<file path="src/rtl/video_pattern_gen.sv">
// video_pattern_gen: RGB565 test-pattern renderer (bars, checker, grey ramp,
// bouncing box) with one cycle of latency from the raster coordinates.
module video_pattern_gen #(
    parameter logic [10:0] H_DISP     = 11'd1280,
    parameter logic [10:0] V_DISP     = 11'd720,
    parameter int          NUM_BARS   = 8,
    parameter int          CHK_SHIFT  = 5,
    parameter int          GRAD_SHIFT = 5,
    parameter logic [10:0] BOX_SIZE   = 11'd64
) (
    input  logic        pixel_clk,
    input  logic        sys_rst,
    input  logic        pixel_de,
    input  logic [10:0] pixel_xpos,
    input  logic [10:0] pixel_ypos,
    input  logic [1:0]  mode_sel,
    output logic [15:0] pixel_data,
    output logic        pixel_valid,
    output logic [15:0] frame_cnt
);
    localparam int BAR_W = int'(H_DISP) / NUM_BARS;

    logic [1:0]  mode_q, mode_d;
    logic [10:0] box_x_q, box_x_d;
    logic [10:0] box_y_q, box_y_d;
    logic        dir_x_q, dir_x_d;
    logic        dir_y_q, dir_y_d;
    logic [15:0] pix_q, pix_d;
    logic [15:0] fcnt_q, fcnt_d;
    logic        valid_q;

    logic        frame_start;
    logic        in_range;
    logic        in_box;
    logic [2:0]  bar_idx;
    logic [15:0] bar_rgb;
    logic [10:0] grad_x;
    logic [4:0]  lvl;
    logic [11:0] box_x_end;
    logic [11:0] box_y_end;

    // Returns {dir, pos} after one bounce step; dir=1 means increasing.
    function automatic logic [11:0] next_axis(input logic        dir,
                                              input logic [10:0] pos,
                                              input logic [10:0] lim);
        if (dir && (pos + BOX_SIZE == lim))
            return {1'b0, pos - 11'd1};
        if (!dir && (pos == 11'd0))
            return {1'b1, pos + 11'd1};
        return dir ? {1'b1, pos + 11'd1} : {1'b0, pos - 11'd1};
    endfunction

    assign frame_start = pixel_de && (pixel_xpos == 11'd0)
                         && (pixel_ypos == 11'd0);
    assign in_range    = (pixel_xpos < H_DISP) && (pixel_ypos < V_DISP);

    always_comb begin
        mode_d  = frame_start ? mode_sel : mode_q;
        fcnt_d  = frame_start ? fcnt_q + 16'd1 : fcnt_q;
        {dir_x_d, box_x_d} = {dir_x_q, box_x_q};
        {dir_y_d, box_y_d} = {dir_y_q, box_y_q};
        if (frame_start) begin
            {dir_x_d, box_x_d} = next_axis(dir_x_q, box_x_q, H_DISP);
            {dir_y_d, box_y_d} = next_axis(dir_y_q, box_y_q, V_DISP);
        end
    end

    // Constant boundary compares; the last bar absorbs the remainder.
    always_comb begin
        bar_idx = 3'd0;
        for (int k = 1; k < 8; k++)
            if (k < NUM_BARS && int'(pixel_xpos) >= k * BAR_W)
                bar_idx = 3'(k);
    end

    always_comb begin
        case (bar_idx)
            3'd0:    bar_rgb = 16'hFFFF;
            3'd1:    bar_rgb = 16'hFFE0;
            3'd2:    bar_rgb = 16'h07FF;
            3'd3:    bar_rgb = 16'h07E0;
            3'd4:    bar_rgb = 16'hF81F;
            3'd5:    bar_rgb = 16'hF800;
            3'd6:    bar_rgb = 16'h001F;
            default: bar_rgb = 16'h0000;
        endcase
    end

    assign grad_x    = pixel_xpos >> GRAD_SHIFT;
    assign lvl       = (grad_x > 11'd31) ? 5'd31 : grad_x[4:0];
    assign box_x_end = {1'b0, box_x_q} + {1'b0, BOX_SIZE};
    assign box_y_end = {1'b0, box_y_q} + {1'b0, BOX_SIZE};
    assign in_box    = (pixel_xpos >= box_x_q)
                       && ({1'b0, pixel_xpos} < box_x_end)
                       && (pixel_ypos >= box_y_q)
                       && ({1'b0, pixel_ypos} < box_y_end);

    always_comb begin
        pix_d = 16'h0000;
        if (pixel_de && in_range) begin
            case (mode_d)
                2'd0: pix_d = bar_rgb;
                2'd1: pix_d = (pixel_xpos[CHK_SHIFT] ^ pixel_ypos[CHK_SHIFT])
                              ? 16'h0000 : 16'hFFFF;
                2'd2: pix_d = {lvl, lvl, lvl[4], lvl};
                default: pix_d = in_box ? 16'hF800 : 16'h001F;
            endcase
        end
    end

    always_ff @(posedge pixel_clk) begin
        if (sys_rst) begin
            mode_q  <= 2'd0;
            box_x_q <= 11'd0;
            box_y_q <= 11'd0;
            dir_x_q <= 1'b1;
            dir_y_q <= 1'b1;
            pix_q   <= 16'h0000;
            fcnt_q  <= 16'h0000;
            valid_q <= 1'b0;
        end else begin
            mode_q  <= mode_d;
            box_x_q <= box_x_d;
            box_y_q <= box_y_d;
            dir_x_q <= dir_x_d;
            dir_y_q <= dir_y_d;
            pix_q   <= pix_d;
            fcnt_q  <= fcnt_d;
            valid_q <= pixel_de;
        end
    end

    assign pixel_data  = pix_q;
    assign pixel_valid = valid_q;
    assign frame_cnt   = fcnt_q;
endmodule

</file>
<file path="config.mk">
export PLATFORM = sky130hd
export DESIGN_NAME = video_pattern_gen
export DESIGN_NICKNAME = d
export VERILOG_FILES = /design/src/rtl/video_pattern_gen.sv
export SDC_FILE = /design/constraint.sdc
export NUM_CORES = 1
export LEC_CHECK = 0
export BUFFER_PORTS_ARGS = -buffer_cell sky130_fd_sc_hd__buf_2
export CAP_MARGIN = 20
export CORE_MARGIN = 5
export CORE_UTILIZATION = 39
export CTS_CLUSTER_DIAMETER = 80
export DETAILED_ROUTE_END_ITERATION = 12
export SYNTH_ARGS = -nofsm -noshare
export SYNTH_HDL_FRONTEND = slang
export SYNTH_SLANG_ARGS = --single-unit
</file>
<file path="constraint.sdc">
create_clock -name pixel_clk -period 4.9 [get_ports pixel_clk]
set_clock_uncertainty 0.15 [all_clocks]
set_input_delay 0.245 -clock pixel_clk [delete_from_list [all_inputs] [get_ports pixel_clk]]
set_output_delay 0.245 -clock pixel_clk [all_outputs]
set_load 0.005 [all_outputs]
</file>
# Word-level counts from Yosys, hierarchy flattened
# Cells that the tools add are included.
[word_totals]
in_bits = 27
ramBits = 0
mem_count = 0
latch_bits = 0
mem_bits_ro = 0
out_inout_bits = 33
word_cells = 96
ff_bits = 59
[classes]
mux = 33
eq_ne = 10
div = 0
bitwise = 2
add_sub_neg = 9
n_mul = 0
order_cmp = 14
shifts = 0
n_reduce_logical = 20
[op_table]
columns = ["op", "n"]
rows = [
  ["12-bit two-way mux", 10],
  ["16-bit case mux with 7 select lines", 1],
  ["16-bit case mux with 3 select lines", 1],
  ["11-bit logical NOT", 4],
  ["11-bit by 10-bit greater-or-equal comparator with 1-bit output, second input constant", 3],
  ["16-bit two-way mux", 2],
  ["11-bit by 7-bit adder with 12-bit output, second input constant", 2],
  ["11-bit by 12-bit less-than comparator with 1-bit output", 2],
  ["11-bit by 1-bit adder with 11-bit output, second input constant", 2],
  ["11-bit by 7-bit adder with 11-bit output, second input constant", 2],
  ["11-bit greater-or-equal comparator", 2],
  ["11-bit by 9-bit greater-or-equal comparator with 1-bit output, second input constant", 2],
  ["11-bit by 1-bit subtractor with 11-bit output, second input constant", 2],
  ["3-bit two-way mux", 6],
  ["16-bit by 1-bit adder with 16-bit output, second input constant", 1],
  ["11-bit by 10-bit == test with 1-bit output, second input constant", 1],
  ["11-bit == test, second input constant", 1],
  ["11-bit greater-or-equal comparator, second input constant", 1],
  ["11-bit by 8-bit greater-or-equal comparator with 1-bit output, second input constant", 1],
  ["1-bit logical AND", 11],
  ["11-bit by 10-bit less-than comparator with 1-bit output, second input constant", 1],
  ["11-bit less-than comparator, second input constant", 1],
  ["1-bit two-way mux", 11],
  ["3-bit == test, second input constant", 3],
  ["other kinds (13)", 15],
]

# Longest topological paths before layout
[depth]
ltp_word = 11
depth_mapped = 11
mapped_depth_nobuf = 10

# Least setup slack after synthesis
# No wires, ideal clock.
[synth_timing]
kind = "register to register"
startpoint = "register box_y_q[0]"
endpoint = "register box_y_q[3]"
setup_time_ns = 0.121
period_less_slack_ns = 2.597
path_buffers = 1
slack_ns = 2.303
stages_incl_launch_ff = 10
required_ns = 4.629
t_arrival_ns = 2.326
path_cell_list = "dfxtp_1 inv_1 ha_1 nor4b_2 nand4_2 or3_1 buf_6 a2111o_1 o41ai_2 mux2_4"
[synth_between]
elab_chain_cells = 7
word_cells_on_any_way = 17
cone_classes = "add/sub: 3; eq/ne: 1; mux: 10; reduce/logical: 3"
[synth_lines]
columns = ["element", "line", "text"]
rows = [
  ["start: declaration", "25", "logic [10:0] box_y_q, box_y_d;"],
  ["start signal: assignment", "124", "box_y_q <= box_y_d;"],
  ["parallel branches: the longest is 6 deep, another holds 11-bit by 7-bit adder with 11-bit output", "n/a", ""],
  ["12-bit two-way mux (*)", "48", "if (!dir && (pos == 11'd0))"],
]
# Mark *: on every way between the ends. The select of a mux whose other input is x is not followed.
# A chain may end at the register's enable or synchronous reset.

# Final worst setup path
[layout_timing]
startpoint = "input pixel_de"
endpoint = "register pix_q[12], in the netlist pixel_data[12]"
[layout_between]
elab_chain_cells = 5
word_cells_on_any_way = 10
cone_classes = "eq/ne: 2; mux: 2; bitwise: 1; reduce/logical: 5"
[layout_lines]
columns = ["element", "line", "text"]
rows = [
  ["start: declaration", "13", "input logic pixel_de,"],
  ["1-bit logical AND", "53", "assign frame_start = pixel_de && (pixel_xpos == 11'd0)"],
  ["1-bit logical AND", "54", "&& (pixel_ypos == 11'd0);"],
  ["2-bit two-way mux", "58", "mode_d = frame_start ? mode_sel : mode_q;"],
  ["2-bit == test, or another cell as far along", "101", "case (mode_d)"],
  ["16-bit case mux with 3 select lines", "101", ""],
  ["end signal: assignment", "127", "pix_q <= pix_d;"],
  ["end: declaration", "28", "logic [15:0] pix_q, pix_d;"],
]
# Several ways; a longest one is shown, not always the timed one.

==> results.md <==
* Die X at 116 um
* Proportion of layout cells with a drive suffix above 1 at 0.169
* Arr. time, crit path at 3260 ps
* Detailed Place HPWL at 9050 um
* Root Driver: clkbuf_16
* R2R depth at 8
* Async set-reset flop share out of synthesis at 0
* TNS Setup at 0 ps
* DR WL/cell at 16.1 um
* Startpoint type of the worst setup path: input pin
* Hold Crit Class: input pin to flop
* # setup viols final at 0
* Die area at 13500 um2
* Syn. warnings at 0
* Worst reg2reg path endpoint: box_y_q[3]
* Global-route wire length before repair at 19200 um
* Met2 routed WL at 5530 um
* Final GP Congestion at 0.911
* Final #Nets at 667
* Slew margin rel. at 0.483
* Power, Total at 1.16 mW
* CTS max path bufs at 2
* Avg Inst Size Synth at 7.99 um2
* Slew @ Worst Pin at 773 ps
* CTS Buf Count at 9
* Number of flops mapped to enable cells by yosys at 0
* Setup Buffers After CTS at 0
* Post-Syn Area at 4400 um2
* Crit share post-route at 0.644
* Critical Path RT at 5010 ps
* Core area at 10900 um2
* Drt via density at 5.75
* Cell Area, Placed at 4770 um2
* Slew Limit Fails at 0
* Synthesized flop and latch total at 58
* Final hold viol count at 0
* Hold Crit Start: mode_sel[0]
* Final Cell Area at 5050 um2
* Sequential area share after synthesis at 0.264
* Pwr dens at 230 nW/um2
* R2r setup slk at 2030 ps
* Uppermost layer routed: met4
* Die height at 116 um
* Cell variety after synth at 77
* Reg-to-reg startpoint: box_y_q[0]
* CP Max Fanout at 17
* Initial antenna violation count at 0
* DR vias at 4265
* Yosys top cell by area: dfxtp_1
* Worst vdd ir at 181 uV
* Initial Util at 0.403
* CTS clk-pin slew, worst paths at 50 ps
* IO Pins at 60
* Share of the synthesized area in the top cell type at 0.264
* Hold Path End: mode_q[0]
* WS Path Type: input pin to flop
* Met3 wire length at 611 um
* Max Fclk at 317 MHz
* Largest net degree at the start of global routing at 53
* Final min period at 3150 ps
* Synth Net Count at 620
* Starting DRT DRC Count at 191
* Unrepaired setup endpoints after global routing: false
* Maxcap violations at 0
* Final WL at 12000 um
* Post-synth top flop: dfxtp_1
* 1st-pass router iterations at 4
* H-tree depth at 3
* Layout area overhead at 14.7%
* Post-Route M1 WL at 5480 um
* Leakage power at 1.98 nW
* CTS Sinks at 58
* CP Capture Type: flop
* Synth area leaders: dfxtp_1 26%, ha_1 12%, a21oi_1 5.5%, nor2_1 4.6%, o21ai_0 3.6%
* Status: finished, final reports clean
* Gr usage total at 0.181
* Global route overflow at 0
* CTS tree: yes
* Number of placed cells counting well taps at 726
* Mapped Cells at 551
* Routed Antenna Nets at 0
* Diodes inserted at 0
* Hold path depth at 3
* PortBufs at 59
* CP startpoint: pixel_de
* Number of global-route vias before repair at 3906
* DRC at 0
* Site row count at 38
* Clk Latency, worst-skew pair at 340 ps
* Finished Layout Cells at 742
[flip-flops by register name, indices dropped and copies added (netlist names)]
name	flops
dir_x_q	1
pixel_valid	1
mode_q	2
box_y_q	11
dir_y_q	1
frame_cnt	16
pixel_data	15
box_x_q	11
[per-stage QoR]
| step | worst slack (ps) | hold WS [ps] | utilization |
|---|---|---|---|
| final | 1750 | 55.5 | 0.462 |
| after global routing | 1480 | 63.0 | 0.462 |
| after CTS | 1800 | 35.6 | 0.462 |
| after detailed placement | 1880 | 329 | 0.436 |
| after global placement | 1900 | 317 | 0.436 |
| after floorplan | 2300 | 223 | - |
[synthesized netlist by cell type, types with 6 or more instances]
| cell type | n |
|---|---|
| xor2_1 | 7 |
| dfxtp_1 | 58 |
| o21ai_0 | 32 |
| nand2b_1 | 7 |
| nor2_1 | 54 |
| clkbuf_1 | 17 |
| xnor2_1 | 13 |
| a21oi_1 | 48 |
| nand3_1 | 21 |
| o21a_1 | 6 |
| or3_1 | 14 |
| buf_2 | 6 |
| and3_1 | 10 |
| nor3_1 | 13 |
| nand4_1 | 13 |
| nand2_1 | 32 |
| inv_1 | 31 |
| ha_1 | 42 |
| o41ai_1 | 8 |
| nor4_1 | 12 |
[kinds of logic (layout without fill, tap and decap cells)]
kind of cell	Yosys count	after routing	share of synthesized area
compound gates	149	149	0.231
fa+ha+maj	43	43	0.122
xor+xnor	20	20	0.0398
buf+inv	59	110	0.0562
mux	10	10	0.0256
flops	58	58	0.264
simple gates	212	212	0.262
[report_power, final]
| group | switching, mW | internal [mW] |
|---|---|---|
| logic | 0.0606 | 0.0392 |
| registers | 0.000416 | 0.474 |
| clock network | 0.220 | 0.366 |
[cell usage in the layout (no fill, tap or decap), types with 14 or more instances in the layout]
| cell | instances |
|---|---|
| a21oi_1 | 48 |
| buf_2 | 59 |
| dfxtp_1 | 58 |
| ha_1 | 42 |
| inv_1 | 31 |
| nand2_1 | 32 |
| nand3_1 | 21 |
| nor2_1 | 54 |
| o21ai_0 | 32 |
| or3_1 | 14 |
[worst max path at each step]
stage | endpoint | slack, ps | cells after the start
finish | pixel_data[12] | 1750 | 8
global route | pixel_data[10] | 1480 | 8
CTS | pixel_data[10] | 1800 | 8
detailed placement | pixel_data[10] | 1880 | 7
global placement | pixel_data[15] | 1900 | 7
floorplan | box_y_q[3] | 2300 | 9
[layout make-up]
class                   instances  area [um2]
fillers                      1083        5880
clock inverters                 2        12.5
repair buffers                 63         328
multi-input cells             434        3000
inverters                      32         120
well taps                     140         175
clock buffers                  13         260
flip-flops and latches         58        1160
[routing by layer]
layer / up-vias / GRT usage
met1: 1964 / 0.234
met5: - / 0
met2: 128 / 0.285
met4: 0 / 0.0905
li1: 2149 / -
met3: 24 / 0.0373
[critical path, stage by stage]
cell and delay, ps:
dlygate4sd3_1 520, buf_2 110, nor4b_1 510, nand3_1 210
or2_1 550, o41ai_4 820, o41ai_1 170, a21oi_1 140
[what timing repair did]
action | in CTS | in global routing
endpoints found under the hold margin | 1 | 0
hold buffers | 1 | 0
resized for setup | 0 | 0
Note: power is estimated with default switching activity, not from simulation.
